`src/rtl/move_collector_pkg.sv`:
```
// move_collector_pkg: shared chess move-word fields, board sizes and collector state encodings
package move_collector_pkg;
  localparam int NCOL = 8;
  localparam int W = 160;
  localparam int SQ_W = 6;
  localparam int MV_INVALID = 0;
  localparam int MV_PROMOTE = 1;
  localparam int MV_PAWN = 2;
  localparam int MV_PAWN2 = 3;
  localparam int MV_EP = 4;
  localparam int MV_CASTLE = 5;
  localparam int MV_CAPTURE = 6;
  localparam int MV_FROM_LSB = 7;
  localparam int MV_TO_LSB = MV_FROM_LSB + SQ_W;
  typedef enum logic [2:0] {SCAN, READ, CAPT, HOLD, DONE} state_t;
endpackage

```
`src/rtl/move_collector_rr_arbiter.sv`:
```
// rr_arbiter: picks the first requesting column at or above the pointer, wrapping modulo NCOL
module rr_arbiter #(
  parameter int NCOL = 8,
  parameter int IDX_W = 3
) (
  input  logic [NCOL-1:0]  i_req,
  input  logic [IDX_W-1:0] i_ptr,
  output logic [NCOL-1:0]  o_gnt,
  output logic [IDX_W-1:0] o_idx,
  output logic             o_any
);
  // scan offsets high to low so the smallest offset from the pointer wins
  always_comb begin
    o_idx = '0;
    for (int i = NCOL - 1; i >= 0; i--)
      o_idx = i_req[(int'(i_ptr) + i) % NCOL] ? IDX_W'((int'(i_ptr) + i) % NCOL) : o_idx;
  end
  assign o_any = |i_req;
  assign o_gnt = o_any ? {{(NCOL-1){1'b0}}, 1'b1} << o_idx : '0;
endmodule

```
`src/rtl/move_collector.sv`:
```
// move_collector: round-robin drain of column move FIFOs onto one valid/ready stream
module move_collector #(
  parameter int NCOL = move_collector_pkg::NCOL,
  parameter int W = move_collector_pkg::W,
  parameter int CNT_W = 16
) (
  input  logic              clk,
  input  logic              reset,
  input  logic [NCOL-1:0]   col_done,
  input  logic [NCOL-1:0]   col_empty,
  input  logic [NCOL*W-1:0] col_data,
  output logic [NCOL-1:0]   col_rden,
  output logic [W-1:0]      mv_data,
  output logic              mv_valid,
  input  logic              mv_ready,
  output logic [CNT_W-1:0]  mv_count,
  output logic              all_done
);
  import move_collector_pkg::*;
  localparam int IDX_W = (NCOL > 1) ? $clog2(NCOL) : 1;
  state_t           r_state;
  logic [IDX_W-1:0] r_ptr, r_sel, w_idx;
  logic [NCOL-1:0]  r_rden, w_gnt;
  logic [W-1:0]     r_data;
  logic             r_valid, r_done, w_any;
  logic [CNT_W-1:0] r_cnt;
  rr_arbiter #(.NCOL(NCOL), .IDX_W(IDX_W)) u_arb (
    .i_req(~col_empty),
    .i_ptr(r_ptr),
    .o_gnt(w_gnt),
    .o_idx(w_idx),
    .o_any(w_any)
  );
  // collector FSM: one read per word, one settle cycle after each pop, then hold until accepted
  always_ff @(posedge clk) begin
    if (reset) begin
      r_state <= SCAN;
      r_ptr   <= '0;
      r_sel   <= '0;
      r_rden  <= '0;
      r_data  <= '0;
      r_valid <= 1'b0;
      r_cnt   <= '0;
      r_done  <= 1'b0;
    end else begin
      case (r_state)
        SCAN: begin
          if (w_any) begin
            r_rden  <= w_gnt;
            r_sel   <= w_idx;
            r_state <= READ;
          end else if (&col_done && &col_empty) begin
            r_state <= DONE;
          end
        end
        READ: begin
          r_rden  <= '0;
          r_state <= CAPT;
        end
        CAPT: begin
          r_data  <= col_data[int'(r_sel)*W +: W];
          r_valid <= 1'b1;
          r_ptr   <= (int'(r_sel) == NCOL - 1) ? '0 : r_sel + 1'b1;
          r_state <= HOLD;
        end
        HOLD: begin
          if (mv_ready) begin
            r_valid <= 1'b0;
            r_cnt   <= &r_cnt ? r_cnt : r_cnt + 1'b1;
            r_state <= SCAN;
          end
        end
        default: r_done <= 1'b1;
      endcase
    end
  end
  assign col_rden = r_rden;
  assign mv_data  = r_data;
  assign mv_valid = r_valid;
  assign mv_count = r_cnt;
  assign all_done = r_done;
  a_rden_onehot: assert property (@(posedge clk) disable iff (reset) $onehot0(col_rden));
  a_data_stable: assert property (@(posedge clk) disable iff (reset) mv_valid && !mv_ready |=> $stable(mv_data));
  a_no_empty_rd: assert property (@(posedge clk) disable iff (reset) (r_state == SCAN) |-> !(|(w_gnt & col_empty)));
endmodule

```
`config.mk`:
```
export PLATFORM = sky130hd
export DESIGN_NAME = move_collector
export DESIGN_NICKNAME = d
export VERILOG_FILES = /design/src/rtl/move_collector_pkg.sv /design/src/rtl/move_collector_rr_arbiter.sv /design/src/rtl/move_collector.sv
export SDC_FILE = /design/constraint.sdc
export NUM_CORES = 1
export LEC_CHECK = 0
export BUFFER_PORTS_ARGS = -buffer_cell sky130_fd_sc_hd__buf_2
export CORE_AREA = 2 2 581 583
export CTS_CLUSTER_SIZE = 14
export DETAILED_ROUTE_END_ITERATION = 7
export DIE_AREA = 0 0 583 585
export GPL_TIMING_DRIVEN = 0
export PLACE_DENSITY = 0.3
export SYNTH_ARGS = -nofsm -noshare
export SYNTH_HDL_FRONTEND = slang
export SYNTH_SLANG_ARGS = --single-unit
```
`constraint.sdc`:
```
create_clock -name clk -period 8.4 [get_ports clk]
set_clock_uncertainty 0.05 [all_clocks]
set_input_delay 1.68 -clock clk [delete_from_list [all_inputs] [get_ports clk]]
set_output_delay 1.68 -clock clk [all_outputs]
set_load 0.05 [all_outputs]
```
======== Yosys cells after proc, flatten, opt, wreduce, memory -nomap -nowiden ========
Cells that the tools add are included.
cells by class
  order comparisons ....................... 8
  $mul .................................... 1
  $add $sub $neg .......................... 9
  shift operators ......................... 2
  multiplexer cells ....................... 40
  reductions and logical operators ........ 22
  bitwise logic cells ..................... 9
  equality and inequality tests ........... 7
operators with widths
  kind                                                                          number
  1280-bit by 12-bit indexed part select with 160-bit output                    1
  3-bit 2-to-1 mux                                                              12
  4-bit by 5-bit less-than comparator with 1-bit output, second input constant  7
  1-bit binary-select mux with 3-bit select                                     8
  3-bit OR reduction                                                            7
  16-bit by 1-bit adder with 16-bit output, second input constant               1
  1-bit 2-to-1 mux                                                              16
  8-bit case mux with 2 select lines                                            1
  16-bit AND reduction                                                          1
  8-bit AND reduction                                                           2
  3-bit adder, second input constant                                            4
  3-bit case mux with 4 select lines                                            1
  8-bit 2-to-1 mux                                                              1
  8-bit inverter                                                                1
  8-bit OR reduction                                                            1
  1-bit by 3-bit left shift with 8-bit output, first input constant             1
  1-bit AND, first input constant                                               7
  3-bit by 1-bit adder with 3-bit output, second input constant                 2
  3-bit by 2-bit adder with 3-bit output, second input constant                 2
  3-bit by 1-bit == test with 1-bit output, second input constant               2
  3-bit by 2-bit == test with 1-bit output, second input constant               2
  3-bit by 3-bit multiplier with 6-bit output, second input constant            1
  2-bit AND reduction                                                           3
  3-bit AND reduction                                                           2
  11 further kinds                                                              12
word-level totals
  word-level logic and storage cells ...... 106
  input port bits ......................... 1299
  output and inout port bits .............. 186
  bits in registers ....................... 195

======== Longest topological paths before layout ========
Gate-level depths: netlist (run 1).
  word-level depth ........................ 17
  mapped depth ............................ 13
  depth with buffers taken out ............ 9

======== Hierarchy ========
A second synthesis (run 1) with hierarchy kept.
second synthesis, totals
  cells, all modules ...................... 1418
  area, all modules ....................... 17080.1 sq um
by module, submodules not included
  module          area each (sq um)  instances  sequential area each (sq um)  cells an instance
  move_collector  15994.1            1          3903.7                        1290
  rr_arbiter      1086.0             1          0.0                           128

======== Worst setup path before layout (run 1) ========
No wires, ideal clock.
  kind .................................... input -> register
  from .................................... input col_empty[7]
  to ...................................... register r_rden[1], in the netlist col_rden[1]
  path slack .............................. 4.708 ns
  stages .................................. 7
  data required time ...................... 8.249 ns
  data arrival time ....................... 3.541 ns
  path buffers ............................ 1
  cells stage by stage .................... clkbuf_1 -> mux4_2 -> mux2i_2 -> nor2_1 -> a32o_1 -> a41o_1 -> o41ai_1
between the ends
  cells in the longest elaborated chain, start to end .. 15
  elaborated cells on any way between the ends .. 38
ends and longest elaborated chain
  what                                                  line                             source
  start: declaration                                    move_collector.sv:10             input logic [NCOL-1:0] col_empty,
  8-bit inverter (*)                                    move_collector.sv:28             .i_req(~col_empty),
  1-bit binary-select mux with 3-bit select             move_collector_rr_arbiter.sv:16  o_idx = i_req[(int'(i_ptr) + i) % NCOL] ? IDX_W'((int'(i_ptr) + i) % NCOL) : o_idx;
  1-bit 2-to-1 mux (not written as such) (2 in series)  move_collector_rr_arbiter.sv:16
  3-bit 2-to-1 mux (8 in series)                        move_collector_rr_arbiter.sv:16
  1-bit by 3-bit left shift with 8-bit output           move_collector_rr_arbiter.sv:19  assign o_gnt = o_any ? {{(NCOL-1){1'b0}}, 1'b1} << o_idx : '0;
  8-bit 2-to-1 mux                                      move_collector.sv:48             if (w_any) begin
  8-bit case mux with 2 select lines                    move_collector.sv:46             case (r_state)
  end signal: assignment                                move_collector.sv:49             r_rden <= w_gnt;
  end: declaration                                      move_collector.sv:23             logic [NCOL-1:0] r_rden, w_gnt;
Mark *: on every way between the ends. The rest lies on a longest branch, timed or not. The select of a mux whose other input is x is not followed.
A chain may end at the register's enable or synchronous reset.

======== Worst setup path in the final report (run 1) ========
  from .................................... register r_ptr[1]
  to ...................................... register r_rden[7], in the netlist col_rden[7]
between the ends
  cells in the longest elaborated chain, start to end .. 15
  elaborated cells on any way between the ends .. 41
ends and longest elaborated chain
  what                                                  line                             source
  start: declaration                                    move_collector.sv:22             logic [IDX_W-1:0] r_ptr, r_sel, w_idx;
  start signal: assignment                              move_collector.sv:63             r_ptr <= (int'(r_sel) == NCOL - 1) ? '0 : r_sel + 1'b1;
  3-bit adder                                           move_collector_rr_arbiter.sv:16
  1-bit binary-select mux with 3-bit select             move_collector_rr_arbiter.sv:16
  1-bit 2-to-1 mux (not written as such) (2 in series)  move_collector_rr_arbiter.sv:16
  3-bit 2-to-1 mux (7 in series)                        move_collector_rr_arbiter.sv:16
  3-bit 2-to-1 mux (*)                                  move_collector_rr_arbiter.sv:16
  1-bit by 3-bit left shift with 8-bit output (*)       move_collector_rr_arbiter.sv:19
  8-bit 2-to-1 mux (*)                                  move_collector.sv:48
  8-bit case mux with 2 select lines (*)                move_collector.sv:46
Marks and branches as above.

==> summary.txt, run 1 <==
Floorplanning
  – Ports: roughly 1,500
  – Die area: around 0.34 mm^2
  – FP Rows: 213
  – Die height: about 590 um
  – Core footprint: around 0.34 mm^2
  – Initial Util: 5.028%
  – Die X: between 500 and 600 um

Critical path
  – Crit path launch type: register
  – Critical Path RT: a little under 9000 ps
  – Crit Path Max Fanout: 10
  – Critical Path End Type: register
  – CP max-delay cell: a41oi_1
  – Most used cell, CP: buf_2
  – CP Class: reg2reg
  – Crit-path cells: buf_2 > clkbuf_1 > inv_1 > ha_1 > buf_2 > buf_2 > mux2i_1 > a21boi_0 > o22a_1 > mux2_2 > a32o_1 > a41oi_1 > o41ai_1
  – Slowest Stage Delay on Critical Path: 680 ps
  – WP data arrival: a little under 5000 ps

Clock network
  – # resized after CTS: 0
  – Max Root-Sink Buffers: 3
  – Post-CTS Setup Repair Bufs: 0
  – H-tree levels: 4
  – Post-CTS Hold Buffers: 0
  – CTS Sinks: around 200
  – CTS tree: done
  – Number of CTS-inserted buffers: 21
  – CTS Root Cell: clkbuf_16
  – Worst skew pair latency: between 500 and 600 ps
  – Reg clk slew, reported paths: 80 ps

Timing
  – Minimum clock period: approximately 4500 ps
  – Worst Max-Slew Pin Slew: between 1000 and 1500 ps
  – Total Neg Setup Slack: 0 ps
  – Final Cycle Share: a little over half
  – Final Hold Fails: 0
  – Worst hold slack: between 400 and 500 ps
  – Achievable Freq: approximately 0.22 GHz
  – RSZ-0062 raised after global routing: false
  – Rel. slew slack: under 10%
  – Final-report setup violation count: 0
  – Slew Limit Fails: 0

Power
  – Leak: between 0.01 and 0.015 uW
  – VDD IR-drop max: 0.08297 mV
  – PD cells: around 150 mW/mm^2

Drt
  – DR vias: around 23,000
  – Drt pass-1 iters: 5
  – Remaining routing DRC violations: 0
  – Routed WL: approximately 290 mm
  – Average wire per standard cell: between 30 and 40 um
  – Routed Antenna Nets: 0
  – Starting DRC count in detailed routing: between 1,500 and 2,000
  – Via-per-instance ratio: 3.081

Cells and area
  – Most frequent cells in the layout: buf_2 (1,499), mux4_2 (332), dfxtp_1 (195), nor2_1 (193), mux2i_1 (175)
  – Share of layout cells above drive strength 1: 65.16%
  – Register area: a little under 0.004 mm^2
  – Area of the multi-input gates: ~0.012 mm^2
  – Fill count: 39,120
  – P&R area growth vs syn: 84.94%
  – Most common cell after layout, fill and taps aside: buf_2
  – Nets@finish: roughly 4,200

Yosys
  – Cell area after synthesis: between 0.015 and 0.02 mm^2
  – Yosys warns: 0
  – Synth async-reset ratio: 0%
  – Post-synth EDFFs: 0
  – Sequential fraction of the synthesis area: between 20% and 30%
  – Main synth FF type: dfxtp_1
  – Mapped Nets: about 2,700
  – Count of cell types in the netlist: 51
  – Synthesis-stage register bit count: around 200
  – Synth Area per Inst: around 12 um^2
  – Mapped Cells: between 1,000 and 1,500

Placement
  – Detailed Place HPWL: about 260 mm
  – Final Wtd Congestion: approximately 1
  – PortBufs: approximately 1,500

Worst hold path
  – Hold Path Class: reg2reg

Global routing
  – Initial antenna violation count: 440
  – Vias in the first global route: 22,090
  – Total grt overflow: 0
  – First-pass GRT wire length: around 330 mm
  – Largest net degree at the start of global routing: 18
  – GRT Resource Usage Total: between 10% and 20%

Run status
  – Outcome: finished, final reports clean

Job
  – Max cap viols: 0
worst paths after layout:
kind                             startpoint  slack, ps           to  cells after the start
worst max-delay path               r_ptr[1]       3910  col_rden[7]                     13
worst min-delay path            col_rden[1]        400  col_rden[1]                      2
worst max register to register     r_ptr[1]       3910  col_rden[7]                     13
worst min register to register  col_rden[1]        400  col_rden[1]                      2
registers in the layout (all words and copies together), names as in the netlist:
name      flops
all_done      1
mv_data     160
col_rden      8
mv_count     16
r_state       3
mv_valid      1
r_ptr         3
r_sel         3
per-layer routing:
layer	GRT usage, %	vias to the layer above	share of wire [%]
met5	1.597	-	0.46
met4	5.455	202	4.3
met3	8.021	740	12
met2	27.82	1864	49
met1	16.50	11340	35
li1	-	9037	-
kinds of logic after synthesis:
| kind of cell | synth area share (%) |
|---|---|
| simple gates | 6.702 |
| flops | 23.16 |
| buf+inv | 3.911 |
| compound gates | 9.804 |
| mux | 55.11 |
| xor+xnor | 0.9425 |
| fa+ha+maj | 0.3711 |
critical path, delay by kind of cell, from the launching register on:
family                     cells  cell delay (ps)
AOI/OAI and AO/OA              5             1510
DFF                            1              420
adders and majority gates      1              320
buffers and inverters          5             1430
muxes                          2              590
final cells by class:
cell class	count	share of cell area (%)
Antenna cell	193	1.549
Buffer	161	2.091
Clock buffer	22	1.697
Clock inverter	10	0.3170
Inverter	11	0.1324
Multi-Input combinational cell	1029	39.46
Sequential cell	195	12.52
Tap cell	4407	17.69
Timing Repair Buffer	1494	24.54
Yosys cell counts, types with 2 or more instances:
cell | number | area (um^2)
o32ai_1 | 2 | 17.52
buf_1 | 45 | 168.9
buf_2 | 8 | 40.04
dfxtp_1 | 195 | 3904
nor2b_1 | 3 | 18.77
nor2_1 | 194 | 728.2
and4_1 | 2 | 17.52
o221ai_1 | 5 | 43.79
a21boi_0 | 2 | 15.01
nand2_1 | 26 | 97.59
a22oi_1 | 4 | 30.03
inv_1 | 10 | 37.54
nand4_1 | 5 | 31.28
a21oi_1 | 17 | 85.08
nand3_1 | 15 | 75.07
o21ai_0 | 7 | 35.03
xnor2_1 | 10 | 87.58
o41ai_1 | 4 | 35.03
nor3_1 | 12 | 60.06
clkbuf_1 | 107 | 401.6
a211oi_1 | 165 | 1239
and3_1 | 3 | 18.77
mux4_2 | 332 | 7477
a32o_1 | 5 | 50.05
mux2_2 | 3 | 33.78
nor4_1 | 3 | 18.77
ha_1 | 5 | 62.56
mux2i_1 | 175 | 1752
nand2b_1 | 4 | 25.02
or3_1 | 3 | 18.77
xor2_1 | 5 | 43.79
stage by stage:
| stage | power, uW | util, % | cells | setup WS, ps | cell area [um^2] |
|---|---|---|---|---|---|
| floorplan | 2414 | - | 1396 | 4708 | 16860 |
| global placement | 3756 | 8.887 | 7286 | 1633 | 29790 |
| detailed placement | 3784 | 8.966 | 7297 | 3816 | 30060 |
| CTS | 4905 | 9.154 | 7329 | 3911 | 30690 |
| global route | 4986 | 9.252 | 7458 | 3641 | 31020 |
| finish | 4743 | 9.300 | 7522 | 3906 | 31180 |
power breakdown:
part	switching, uW	internal [uW]
Combinational	1650	985
Sequential	47.9	1000
Clock	559	499
Total	2250	2490
Note: power is estimated with default switching activity, not from simulation.
==> inputs of run 2 (changes only) <==
--- a/config.mk
+++ b/config.mk
@@ -6,10 +6,10 @@
 export NUM_CORES = 1
 export LEC_CHECK = 0
 export BUFFER_PORTS_ARGS = -buffer_cell sky130_fd_sc_hd__buf_2
-export CORE_AREA = 2 2 581 583
+export CORE_AREA = 2 2 571 573
 export CTS_CLUSTER_SIZE = 14
 export DETAILED_ROUTE_END_ITERATION = 7
-export DIE_AREA = 0 0 583 585
+export DIE_AREA = 0 0 573 575
 export GPL_TIMING_DRIVEN = 0
 export PLACE_DENSITY = 0.3
 export SYNTH_ARGS = -nofsm -noshare
==> constraint.sdc (replaced) <==
create_clock -name clk -period 4.2 [get_ports clk]
set_clock_uncertainty 0.05 [all_clocks]
set_input_delay 0.84 -clock clk [delete_from_list [all_inputs] [get_ports clk]]
set_output_delay 0.84 -clock clk [all_outputs]
set_load 0.05 [all_outputs]
==> run 2 against run 1 <==
Maximum frequency is 14% higher. Cell area is 0.68% lower. Worst setup slack worse by 3600 ps. Non-clock buffer count is 1 lower. Critical endpoint is now col_rden[3]. Routed wire length is 1.3% lower. Global-route usage is 0.45 points higher. Clock power is 110% higher. Core utilization is 0.28 points higher.
==> summary.txt, run 2 (synthesis results as in run 1) <==
Clock network
  – Reg clk slew, reported paths: 90 ps (was 80 ps)
  – H-tree levels: 4 (unchanged)
  – CTS tree: done (unchanged)
  – CTS Root Cell: clkbuf_16 (unchanged)
  – CTS Sinks: 195 (unchanged)
  – # resized after CTS: 7 (was 0)
  – Number of CTS-inserted buffers: 21 (unchanged)
  – Max Root-Sink Buffers: 3 (unchanged)
  – Post-CTS Hold Buffers: 0 (unchanged)
  – Worst skew pair latency: 570 ps (was 590 ps)
  – Post-CTS Setup Repair Bufs: 0 (unchanged)

Critical path
  – Critical Path End Type: register (unchanged)
  – Most used cell, CP: buf_2 (unchanged)
  – Critical Path RT: 4620 ps (was 8780 ps)
  – Crit-path cells: buf_2 > buf_2 > inv_2 > ha_1 > buf_2 > clkbuf_4 > mux2i_1 > mux2i_1 > o221ai_1 > nand3_1 > a22oi_1 > a41oi_2 > o41ai_1 (was buf_2 > clkbuf_1 > inv_1 > ha_1 > buf_2 > buf_2 > mux2i_1 > a21boi_0 > o22a_1 > mux2_2 > a32o_1 > a41oi_1 > o41ai_1)
  – Crit Path Max Fanout: 10 (unchanged)
  – CP startpoint: r_ptr[0] (was r_ptr[1])
  – Crit path launch type: register (unchanged)
  – CP Class: reg2reg (unchanged)
  – CP max-delay cell: o41ai_1 (was a41oi_1)
  – Reg2reg start: r_ptr[0] (was r_ptr[1])
  – WP data arrival: 4360 ps (was 4880 ps)
  – Slowest Stage Delay on Critical Path: 420 ps (was 680 ps)

Timing
  – RSZ-0062 raised after global routing: false (unchanged)
  – Minimum clock period: 3932 ps (was 4494 ps)
  – Slew Limit Fails: 0 (unchanged)
  – Final Cycle Share: 93.63% (was 53.50%)
  – Rel. slew slack: 10.72% (was 6.103%)
  – Total Neg Setup Slack: 0 ps (unchanged)
  – Worst Max-Slew Pin Slew: 1339 ps (was 1408 ps)
  – Slack of the critical path: 267.7 ps (was 3906 ps)
  – Achievable Freq: 0.2543 GHz (was 0.2225 GHz)
  – Final-report setup violation count: 0 (unchanged)
  – Final Hold Fails: 0 (unchanged)

Drt
  – Drt pass-1 iters: 5 (unchanged)
  – Starting DRC count in detailed routing: 1,823 (was 1,839)
  – Average wire per standard cell: 38.14 um (was 37.93 um)
  – Via-per-instance ratio: 3.119 (was 3.081)
  – DR vias: 23,030 (was 23,180)
  – Routed WL: 281.5 mm (was 285.3 mm)
  – Remaining routing DRC violations: 0 (unchanged)
  – Routed Antenna Nets: 0 (unchanged)

Cells and area
  – Area of the multi-input gates: 0.01231 mm^2 (was 0.01230 mm^2)
  – Most frequent cells in the layout: buf_2 (1,492), mux4_2 (332), dfxtp_1 (195), nor2_1 (194), mux2i_1 (174) (was buf_2 (1,499), mux4_2 (332), dfxtp_1 (195), nor2_1 (193), mux2i_1 (175))
  – Most common cell after layout, fill and taps aside: buf_2 (unchanged)
  – Max reg flops: 160 (unchanged)
  – Register area: 0.003904 mm^2 (unchanged)
  – P&R area growth vs syn: 83.68% (was 84.94%)
  – Fill count: 37,930 (was 39,120)
  – Nets@finish: 4,216 (was 4,217)
  – Count of non-filler cells in the finished layout: 7,382 (was 7,522)
  – Share of layout cells above drive strength 1: 65.09% (was 65.16%)
  – Design area: 0.03097 mm^2 (was 0.03118 mm^2)

Global routing
  – Largest net degree at the start of global routing: 20 (was 18)
  – Total grt overflow: 0 (unchanged)
  – First-pass GRT wire length: 332.9 mm (was 331.8 mm)
  – Initial antenna violation count: 452 (was 440)
  – Vias in the first global route: 22,370 (was 22,090)
  – GRT Resource Usage Total: 16.47% (was 16.02%)

Floorplanning
  – Core footprint: 0.3232 mm^2 (was 0.3353 mm^2)
  – Initial Util: 5.216% (was 5.028%)
  – FP Rows: 209 (was 213)
  – Die height: 575 um (was 585 um)
  – Ports: 1,485 (unchanged)
  – Die area: 0.3295 mm^2 (was 0.3411 mm^2)
  – Die X: 573 um (was 583 um)

Job
  – Max cap viols: 0 (unchanged)

Placement
  – Final Wtd Congestion: 0.9708 (was 0.9867)
  – Dpl cells: 7,213 (was 7,297)
  – Detailed Place HPWL: 261.2 mm (was 263.1 mm)
  – PortBufs: 1,483 (unchanged)
  – Cell Area, Placed: 0.02990 mm^2 (was 0.03006 mm^2)
  – Pre-CTS WS: -801.7 ps (was 3816 ps)

Power
  – VDD IR-drop max: 0.1736 mV (was 0.08297 mV)
  – Leak: 0.01143 uW (about the same)
  – PD cells: 307.3 mW/mm^2 (was 152.1 mW/mm^2)

Worst hold path
  – Hold path start: col_rden[7] (was col_rden[1])
  – Hold Path Class: reg2reg (unchanged)

Run status
  – Outcome: finished, final reports clean (unchanged)
-- run 2: cell types whose count changed in the layout (fill, tap and decap cells not counted), sizes merged --
cell | previous run | this run
diode | 193 | 135
buf | 1548 | 1545
bufinv | 1 | 2
clkbuf | 129 | 130
clkdlybuf4s15 | 0 | 1
clkinv | 3 | 4
inv | 15 | 14
-- run 2: final cells by class --
type                       count  share of cell area [%]
tap                         4325                   17.48
timing repair buffer        1494                   24.64
clock buffer                  22                   1.741
buffer                       160                   2.117
clock inverter                11                  0.4364
antenna                      135                   1.091
sequential                   195                   12.61
multi-input combinational   1029                   39.76
inverter                      11                  0.1333
-- run 2: metrics by stage --
step | total power [uW] | hold WS [ps] | util (%)
2_1_floorplan | 4828 | 452.6 | -
3_3_place_gp | 7432 | 388.4 | 9.187
3_5_place_dp | 7491 | 396.9 | 9.252
4_1_cts | 9804 | 420.2 | 9.468
5_1_grt | 10010 | 452.5 | 9.516
6_report | 9515 | 427.2 | 9.581
-- run 2: path summary, 6_finish.rpt --
| kind | end | slack, ps | depth (start not counted) |
|---|---|---|---|
| setup / recovery | col_rden[3] | 270 | 13 |
| hold / removal | col_rden[7] | 430 | 2 |
| setup reg to reg | col_rden[3] | 270 | 13 |
| hold reg to reg | col_rden[7] | 430 | 2 |
-- run 2: worst max-delay path: cells and delay by family (launching register included) --
family                     cells  cell delay, ps
buffers and inverters          5            1140
and+or+nand+nor                1             110
AOI/OAI and AO/OA              4            1390
muxes                          2             480
DFF                            1             330
adders and majority gates      1             300
-- run 2: where the power goes --
part           switching, uW  internal [uW]
logic                   3230           1970
registers                101           2010
clock network           1120           1080
-- run 2: routing by layer --
metal	global-route usage (%)	vias to the layer above	share of wire (%)
met4	3.473	218	3.2
li1	-	8967	-
met1	17.67	11320	35
met2	28.65	1822	48
met3	8.512	700	13
met5	0	-	0.51
